==> config.mk <==
export PLATFORM = sky130hd
export DESIGN_NAME = alu_arbiter_flat
export DESIGN_NICKNAME = d
export VERILOG_FILES = /design/src/rtl/alu_arbiter_if.sv /design/src/rtl/alu_arbiter.sv /design/src/flat_wrapper.sv
export SDC_FILE = /design/constraint.sdc
export NUM_CORES = 1
export LEC_CHECK = 0
export ABC_AREA = 1
export ABC_CLOCK_PERIOD_IN_PS = 3000
export CAP_MARGIN = 20
export CORE_ASPECT_RATIO = 0.6
export CORE_MARGIN = 2
export CORE_UTILIZATION = 42
export CTS_CLUSTER_DIAMETER = 100
export CTS_CLUSTER_SIZE = 14
export DETAILED_ROUTE_END_ITERATION = 8
export PLACE_DENSITY = 0.85
export SETUP_SLACK_MARGIN = 0.3
export SLEW_MARGIN = 20
export SYNTH_ARGS = -nofsm -noshare
export SYNTH_HDL_FRONTEND = slang
export SYNTH_SLANG_ARGS = --single-unit
export TNS_END_PERCENT = 50
==> constraint.sdc <==
create_clock -name clk -period 3 [get_ports clk]
set_input_delay 0.9 -clock clk [delete_from_list [all_inputs] [get_ports clk]]
set_output_delay 0.9 -clock clk [all_outputs]
set_load 0.01 [all_outputs]
==> src/rtl/alu_arbiter_if.sv <==
// Request/response bundle between one ALU requester and the arbiter.
// The requester drives the operation and takes the result (master); the
// arbiter accepts the operation and returns the result (slave).
interface alu_arbiter_if #(
  parameter int SIGNAL_WIDTH = 32
);
  logic                    valid;
  logic                    ready;
  logic [3:0]              sel;
  logic [SIGNAL_WIDTH-1:0] a;
  logic [SIGNAL_WIDTH-1:0] b;
  logic                    rsp_valid;
  logic                    rsp_ready;
  logic [SIGNAL_WIDTH-1:0] rsp_data;
  logic                    rsp_err;

  modport master (
    output valid, sel, a, b, rsp_ready,
    input  ready, rsp_valid, rsp_data, rsp_err
  );

  modport slave (
    input  valid, sel, a, b, rsp_ready,
    output ready, rsp_valid, rsp_data, rsp_err
  );
endinterface

==> src/rtl/alu_arbiter.sv <==
// Two-requester round-robin arbiter and sequencer for the shared ALU.
// One operation is in flight at a time: IDLE accepts, EXEC lets the ALU
// settle on registered operands and captures its result, RESP hands the
// result back to whichever requester issued the operation.
module alu_arbiter #(
  parameter int SIGNAL_WIDTH = 32
) (
  input  logic                    clk,
  input  logic                    rst,
  alu_arbiter_if.slave            req0,
  alu_arbiter_if.slave            req1,
  output logic [3:0]              ALUSel,
  output logic [SIGNAL_WIDTH-1:0] alumux1_out,
  output logic [SIGNAL_WIDTH-1:0] alumux2_out,
  input  logic [SIGNAL_WIDTH-1:0] alu_out,
  output logic                    busy,
  output logic                    last_grant
);

  typedef enum logic [1:0] {
    IDLE = 2'd0,
    EXEC = 2'd1,
    RESP = 2'd2
  } state_t;

  localparam logic [3:0] LAST_LEGAL_SEL = 4'd9;

  state_t                  state;
  logic                    owner;
  logic                    winner;
  logic                    accept;
  logic                    owner_rsp_ready;
  logic [SIGNAL_WIDTH-1:0] exec_data;
  logic                    exec_err;

  // Pick the winner: a lone requester always wins, a tie goes to the
  // requester that was not granted last.
  always_comb begin
    // NOTE: every always_comb output gets a default first so no path can
    // leave it unassigned and infer a latch.
    winner = 1'b0;
    if (req0.valid && req1.valid) begin
      winner = ~last_grant;
    end else if (req1.valid) begin
      winner = 1'b1;
    end
  end

  assign accept     = (state == IDLE) && (req0.valid || req1.valid) && !rst;
  assign req0.ready = accept && !winner;
  assign req1.ready = accept &&  winner;
  assign busy       = (state != IDLE);

  // Result to capture at the end of EXEC: illegal selects return zero with
  // the error flag instead of whatever the ALU happens to produce.
  always_comb begin
    exec_data = alu_out;
    exec_err  = 1'b0;
    if (ALUSel > LAST_LEGAL_SEL) begin
      exec_data = '0;
      exec_err  = 1'b1;
    end
  end

  assign owner_rsp_ready = owner ? req1.rsp_ready : req0.rsp_ready;

  // Sequencer: accept, execute, respond. Reset discards any in-flight op.
  always_ff @(posedge clk) begin
    // NOTE: all state here uses non-blocking assignments so every register
    // samples its inputs from before the clock edge.
    if (rst) begin
      state          <= IDLE;
      last_grant     <= 1'b1;
      owner          <= 1'b0;
      ALUSel         <= '0;
      alumux1_out    <= '0;
      alumux2_out    <= '0;
      req0.rsp_valid <= 1'b0;
      req0.rsp_data  <= '0;
      req0.rsp_err   <= 1'b0;
      req1.rsp_valid <= 1'b0;
      req1.rsp_data  <= '0;
      req1.rsp_err   <= 1'b0;
    end else begin
      case (state)
        IDLE: begin
          if (accept) begin
            ALUSel      <= winner ? req1.sel : req0.sel;
            alumux1_out <= winner ? req1.a   : req0.a;
            alumux2_out <= winner ? req1.b   : req0.b;
            last_grant  <= winner;
            owner       <= winner;
            state       <= EXEC;
          end
        end
        EXEC: begin
          if (owner) begin
            req1.rsp_valid <= 1'b1;
            req1.rsp_data  <= exec_data;
            req1.rsp_err   <= exec_err;
          end else begin
            req0.rsp_valid <= 1'b1;
            req0.rsp_data  <= exec_data;
            req0.rsp_err   <= exec_err;
          end
          state <= RESP;
        end
        RESP: begin
          if (owner_rsp_ready) begin
            if (owner) begin
              req1.rsp_valid <= 1'b0;
            end else begin
              req0.rsp_valid <= 1'b0;
            end
            state <= IDLE;
          end
        end
        default: state <= IDLE;
      endcase
    end
  end

endmodule

==> src/flat_wrapper.sv <==
// flat-port wrapper written by rule: the top's interface ports become plain ports
module alu_arbiter_flat 
#(
  parameter int SIGNAL_WIDTH = 32
)
  (clk, rst, ALUSel, alumux1_out, alumux2_out, alu_out, busy, last_grant, req0_valid, req0_sel, req0_a, req0_b, req0_rsp_ready, req0_ready, req0_rsp_valid, req0_rsp_data, req0_rsp_err, req1_valid, req1_sel, req1_a, req1_b, req1_rsp_ready, req1_ready, req1_rsp_valid, req1_rsp_data, req1_rsp_err);
  alu_arbiter_if #(.SIGNAL_WIDTH(SIGNAL_WIDTH)) req0_i ();
  alu_arbiter_if #(.SIGNAL_WIDTH(SIGNAL_WIDTH)) req1_i ();
  input  logic clk;
  input  logic rst;
  output logic [3:0] ALUSel;
  output logic [SIGNAL_WIDTH-1:0] alumux1_out;
  output logic [SIGNAL_WIDTH-1:0] alumux2_out;
  input  logic [SIGNAL_WIDTH-1:0] alu_out;
  output logic busy;
  output logic last_grant;
  input wire logic [$bits(req0_i.valid)-1:0] req0_valid;
  input wire logic [$bits(req0_i.sel)-1:0] req0_sel;
  input wire logic [$bits(req0_i.a)-1:0] req0_a;
  input wire logic [$bits(req0_i.b)-1:0] req0_b;
  input wire logic [$bits(req0_i.rsp_ready)-1:0] req0_rsp_ready;
  output wire logic [$bits(req0_i.ready)-1:0] req0_ready;
  output wire logic [$bits(req0_i.rsp_valid)-1:0] req0_rsp_valid;
  output wire logic [$bits(req0_i.rsp_data)-1:0] req0_rsp_data;
  output wire logic [$bits(req0_i.rsp_err)-1:0] req0_rsp_err;
  input wire logic [$bits(req1_i.valid)-1:0] req1_valid;
  input wire logic [$bits(req1_i.sel)-1:0] req1_sel;
  input wire logic [$bits(req1_i.a)-1:0] req1_a;
  input wire logic [$bits(req1_i.b)-1:0] req1_b;
  input wire logic [$bits(req1_i.rsp_ready)-1:0] req1_rsp_ready;
  output wire logic [$bits(req1_i.ready)-1:0] req1_ready;
  output wire logic [$bits(req1_i.rsp_valid)-1:0] req1_rsp_valid;
  output wire logic [$bits(req1_i.rsp_data)-1:0] req1_rsp_data;
  output wire logic [$bits(req1_i.rsp_err)-1:0] req1_rsp_err;
  assign req0_i.valid = req0_valid;
  assign req0_i.sel = req0_sel;
  assign req0_i.a = req0_a;
  assign req0_i.b = req0_b;
  assign req0_i.rsp_ready = req0_rsp_ready;
  assign req0_ready = req0_i.ready;
  assign req0_rsp_valid = req0_i.rsp_valid;
  assign req0_rsp_data = req0_i.rsp_data;
  assign req0_rsp_err = req0_i.rsp_err;
  assign req1_i.valid = req1_valid;
  assign req1_i.sel = req1_sel;
  assign req1_i.a = req1_a;
  assign req1_i.b = req1_b;
  assign req1_i.rsp_ready = req1_rsp_ready;
  assign req1_ready = req1_i.ready;
  assign req1_rsp_valid = req1_i.rsp_valid;
  assign req1_rsp_data = req1_i.rsp_data;
  assign req1_rsp_err = req1_i.rsp_err;
  alu_arbiter #(.SIGNAL_WIDTH(SIGNAL_WIDTH)) u_core (.clk(clk), .rst(rst), .req0(req0_i), .req1(req1_i), .ALUSel(ALUSel), .alumux1_out(alumux1_out), .alumux2_out(alumux2_out), .alu_out(alu_out), .busy(busy), .last_grant(last_grant));
endmodule
After elaboration in Yosys (flattened, before gate mapping)
Cells that the tools add are included.
- register bits: 140
- bits in latches: 0
- bits in writable memories: 0
- ROM bits: 0
- input port bits: 174
- logic and storage cells: 59
- memories: 0
- add/sub/neg operators: 0
- multiply operators: 0
- divide/modulo/power cells: 0
- order comparisons: 1
- equal/unequal tests: 8
- shifts and indexed selects: 0
- multiplexer cells: 19
- bitwise logic cells: 2
- reductions and logical operators: 17
- operator list (cell ; number):
    $mux 32 ; 3
    $mux 1 ; 10
    $ne 2x1->1 const B ; 4
    $reduce_and 2->1 ; 4
    $reduce_and 4->1 ; 2
    $pmux 2 s3 ; 1
    $logic_and 1x1->1 ; 5
    $gt 4x4->1 const B ; 1
    $mux 2 ; 2
    $mux 4 ; 1
    $ne 2x2->1 const B ; 2
    $pmux 1 s2 ; 2
    $reduce_bool 2->1 ; 2
    $eq 2x1->1 const B ; 1
    $eq 2x2->1 const B ; 1
    $logic_not 1->1 ; 2
    $logic_not 2->1 ; 1
    $not 1->1 ; 2
    $logic_or 1x1->1 ; 1

Longest topological paths before layout
- word-level depth: 5
- gate-level depth with buffers: 8
- gate-level depth less buffers: 6

Worst setup path before layout
Ideal clock, no wire load.
- path kind: in2out
- start: input req1_valid
- end: output req0_ready
- arrival: 1722 ps
- required time: 2100 ps
- setup slack: 378 ps
- stages on the path: 7
- cells stage by stage: buf_2 or2_4 nand3_4 inv_4 buf_6 nand2_2 inv_1
- word-level cells in the longest chain between the ends: 4
- elaborated cells on any way between the ends: 8
- those cells by class: mux: 2; reduce/logical: 6
- RTL lines (element ; RTL line ; RTL):
    from (decl) ; flat_wrapper.sv:26 ; input wire logic [$bits(req1_i.valid)-1:0] req1_valid;
    $mux 1, or another cell as far along ; alu_arbiter.sv:44 ; end else if (req1.valid) begin
    $mux 1 or $logic_and 1x1->1 (tied branches) ; alu_arbiter.sv:42, alu_arbiter.sv:49 ;
    $logic_not 1->1 or $logic_and 1x1->1 (tied branches) ; alu_arbiter.sv:50, alu_arbiter.sv:49 ;
    $logic_and 1x1->1 (*) ; alu_arbiter.sv:50 ; assign req0.ready = accept && !winner;
    to (decl) ; flat_wrapper.sv:22 ; output wire logic [$bits(req0_i.ready)-1:0] req0_ready;
Every way passes the cells marked *; elsewhere a longest branch is shown, timed or not.

Worst setup path after layout
- start: input req0_valid
- end: output req1_ready
- word-level cells in the longest chain between the ends: 4
- elaborated cells on any way between the ends: 6
- those cells by class: mux: 1; reduce/logical: 5
- RTL lines (element ; RTL line ; RTL):
    from (decl) ; flat_wrapper.sv:17 ; input wire logic [$bits(req0_i.valid)-1:0] req0_valid;
    $logic_or 1x1->1 ; alu_arbiter.sv:49 ; assign accept = (state == IDLE) && (req0.valid || req1.valid) && !rst;
    $logic_and 1x1->1 (2 in a row) ; alu_arbiter.sv:49 ;
    $logic_and 1x1->1 (*) ; alu_arbiter.sv:51 ; assign req1.ready = accept && winner;
    to (decl) ; flat_wrapper.sv:31 ; output wire logic [$bits(req1_i.ready)-1:0] req1_ready;
Marks and branches as above.

==> flow_summary.json <==
{
  "status": "finished, final reports clean",
  "coreArea_um2": 13630,
  "slew_violations": 0,
  "hold_start": "u_core.alumux2_out[16]",
  "p_switching_mw": 1.444,
  "wl_um": 19920,
  "rrSetupSlack_ns": 1.27,
  "clkLatencyLatePin_ns": 0.40,
  "drive_gt1_share_pct": 5.671,
  "clk_path_buf_depth": 2,
  "ctsHoldBuffers": 0,
  "powerDensity_nw_per_um2": 533.6,
  "synth_area_um2": 5854,
  "final-setup-viol-count": 0,
  "worst_setup_path_start_kind": "input pin",
  "clockRootBuffer": "clkbuf_16",
  "rr_startpoint": "u_core.ALUSel[1]",
  "synth_area_leaders": "dfxtp_1 48%, nand2_1 20%, a21oi_1 12%, nand3_1 6.1%, o21ai_0 4.5%",
  "min_path_type": "flip-flop to flip-flop",
  "yosysUniqueCellTypes": 19,
  "tightest_slew_ns": 0.8570,
  "crit_fanout": 4,
  "die_h_um": 95.45,
  "drc": 0,
  "synthToLayoutAreaGrowth_pct": 62.30,
  "max_slew_margin_pct": 42.86,
  "vias": 6430,
  "p_clk_share_pct": 38.6,
  "final_antenna_net_count": 0,
  "power_leakage_nw": 3.879,
  "hold_depth": 2,
  "peakVddDrop_mv": 0.3099,
  "fin_crit_ns": 2.658,
  "syn_nets": 992,
  "crit_chain": "dlygate4sd2_1 > or2_4 > nand3_4 > nor2_1 > clkdlybuf4s15_1",
  "port_buffers": 313,
  "synth_top_area_cell": "dfxtp_1",
  "power_frac_comb_pct": 20.9,
  "drv_cap": 0,
  "fin_nets": 1273,
  "antenna_found_initial": 0,
  "slowest_stage": "dlygate4sd2_1",
  "hold_viol": 0,
  "firstDrtPassIters": 5,
  "setup-tns-final_ns": 0,
  "required_ns": 2.10,
  "fill_cells": 1124,
  "rows": 33,
  "endpoint_kind": "output pin",
  "skew_ns": 0.009952,
  "die_w_um": 156.4,
  "postSynthAreaPerCell_um2": 7.157,
  "cp.arrival_ns": 1.76,
  "internal_power_mw": 3.626,
  "hpwlAfterDp_um": 13820,
  "cts_buffers": 17,
  "via_per_inst": 5.000,
  "hold_end": "u_core.alumux2_out[16]",
  "swShare_pct": 28.49,
  "crit-reg2reg-capture": "u_core.req0.rsp_data[3]",
  "final_cell_mix": "313 x nand2_1, 308 x clkdlybuf4s50_1, 140 x dfxtp_1",
  "fp.dieArea_um2": 14930,
  "io-pin-count": 314,
  "cts_tree": "done",
  "stdcell_count": 1286,
  "initial_core_util_pct": 42.97,
  "seq_power_share_pct": 40.5,
  "synth_cells": 818,
  "globalRouteOverflowTotal": 0,
  "path_class": "input pin to output pin",
  "synth_top_area_share_pct": 47.87,
  "grt_pass1_vias": 6020,
  "clock_sinks": 140,
  "insertedDiodeCount": 0,
  "cpPeakStageDelay_ns": 0.25,
  "grt_pass1_wl_um": 30420,
  "grt_usage_pct": 25.97,
  "synth_seq_cells": 140,
  "clock_tree.htree_level_count": 4,
  "mostFrequentLayoutCell": "nand2_1",
  "path_clk_slew_ns": 0.06,
  "place_inst": 1252,
  "place.gp.congestion": 0.8691,
  "drtIter0Drc": 342,
  "seq_area_frac_synth_pct": 47.87,
  "grt_max_degree": 72,
  "wire_per_inst_um": 15.49,
  "max_freq_mhz": 376.2,
  "grt_setup_unrepaired": "no",
  "reg2reg_depth": 4,
  "yosysWarnings": 0,
  "fin_crit_sh_pct": 88.61
}
-- repair_timing --
item,in CTS,in global routing
gates resized for setup,6,1
endpoints found under the setup margin,2,1
buffers inserted,2,1
-- cell usage after synthesis --
cell type    n
inv_1        7
o22ai_1      1
clkbuf_1    21
buf_6        9
buf_4        7
nand3_4      1
nor2_2       1
nand2_1    315
o21ai_1     15
buf_2       31
o21ai_0     53
dfxtp_1    140
nand3_1     71
inv_4        1
nand2_2      1
nor2_1       4
inv_2        2
a21oi_1    137
or2_4        1
-- worst max-delay path by stage --
stage | startpoint | end | cells past startpoint
finish | req0_valid | req1_ready | 5
global route | req0_valid | req0_ready | 7
CTS | req0_valid | req1_ready | 5
detailed placement | req0_valid | req0_ready | 7
global placement | req0_valid | req0_ready | 7
floorplan | req1_valid | req0_ready | 7
-- logic make-up (layout without fill, tap and decap cells) --
| logic type | after synthesis | count (layout) | synth area share, % |
|---|---|---|---|
| buf+inv | 78 | 371 | 7.310 |
| simple gates | 394 | 394 | 27.19 |
| compound gates | 206 | 206 | 17.63 |
| flops | 140 | 140 | 47.87 |
-- cell type report --
cell class | count | area, um2 | share of cell area (%)
timing repair buffer | 330 | 3244 | 34.15
sequential | 140 | 2803 | 29.50
multi-input combinational | 600 | 2648 | 27.86
clock buffer | 17 | 425.4 | 4.477
tap | 175 | 219.0 | 2.304
clock inverter | 14 | 122.6 | 1.290
inverter | 10 | 40.04 | 0.4214
-- per-stage QoR --
stage	instance area (um2)	hold WS [ns]	total power, mW	setup WS, ns	utilization [%]
6_report	9502	0.4619	5.070	0.3418	69.73
5_1_grt	9502	0.4773	5.300	0.3080	69.73
4_1_cts	9493	0.4635	5.107	0.2921	69.67
3_5_place_dp	8937	0.4543	3.150	-0.2103	65.59
3_3_place_gp	8937	0.4482	3.132	-0.1863	65.59
2_1_floorplan	5854	0.4830	2.580	0.3775	-
-- worst max-delay path, delay by kind of cell --
| family | cells | cell delay, ns |
|---|---|---|
| buffers and inverters | 2 | 0.47 |
| AND/OR/NAND/NOR | 3 | 0.38 |
-- per-layer routing --
| layer | vias to the layer above | wire (um) | GRT usage [%] |
|---|---|---|---|
| met1 | 2913 | 8362 | 30.34 |
| met3 | 20 | 1616 | 8.000 |
| li1 | 3260 | - | - |
| met4 | 0 | 350 | 8.180 |
| met2 | 237 | 9595 | 46.11 |
| met5 | - | 0 | 0 |
-- sequential cells by signal (all words and copies together), names as in the netlist --
name,flops
u_core.req1.rsp_valid,1
u_core.req0.rsp_valid,1
u_core.req1.rsp_data,32
u_core.alumux1_out,32
u_core.req0.rsp_data,32
u_core.req1.rsp_err,1
u_core.state,2
u_core.ALUSel,4
u_core.owner,1
u_core.req0.rsp_err,1
u_core.last_grant,1
u_core.alumux2_out,32
-- power by group through the flow --
stage | registers (mW) | clock network (mW) | logic [mW]
6_report | 2.06 | 1.96 | 1.06
5_1_grt | 2.07 | 2.07 | 1.16
4_1_cts | 2.06 | 1.99 | 1.06
3_5_place_dp | 2.09 | 0 | 1.05
3_3_place_gp | 2.09 | 0 | 1.04
2_1_floorplan | 2.15 | 0 | 0.431
Power figures use the tool's default switching activity.
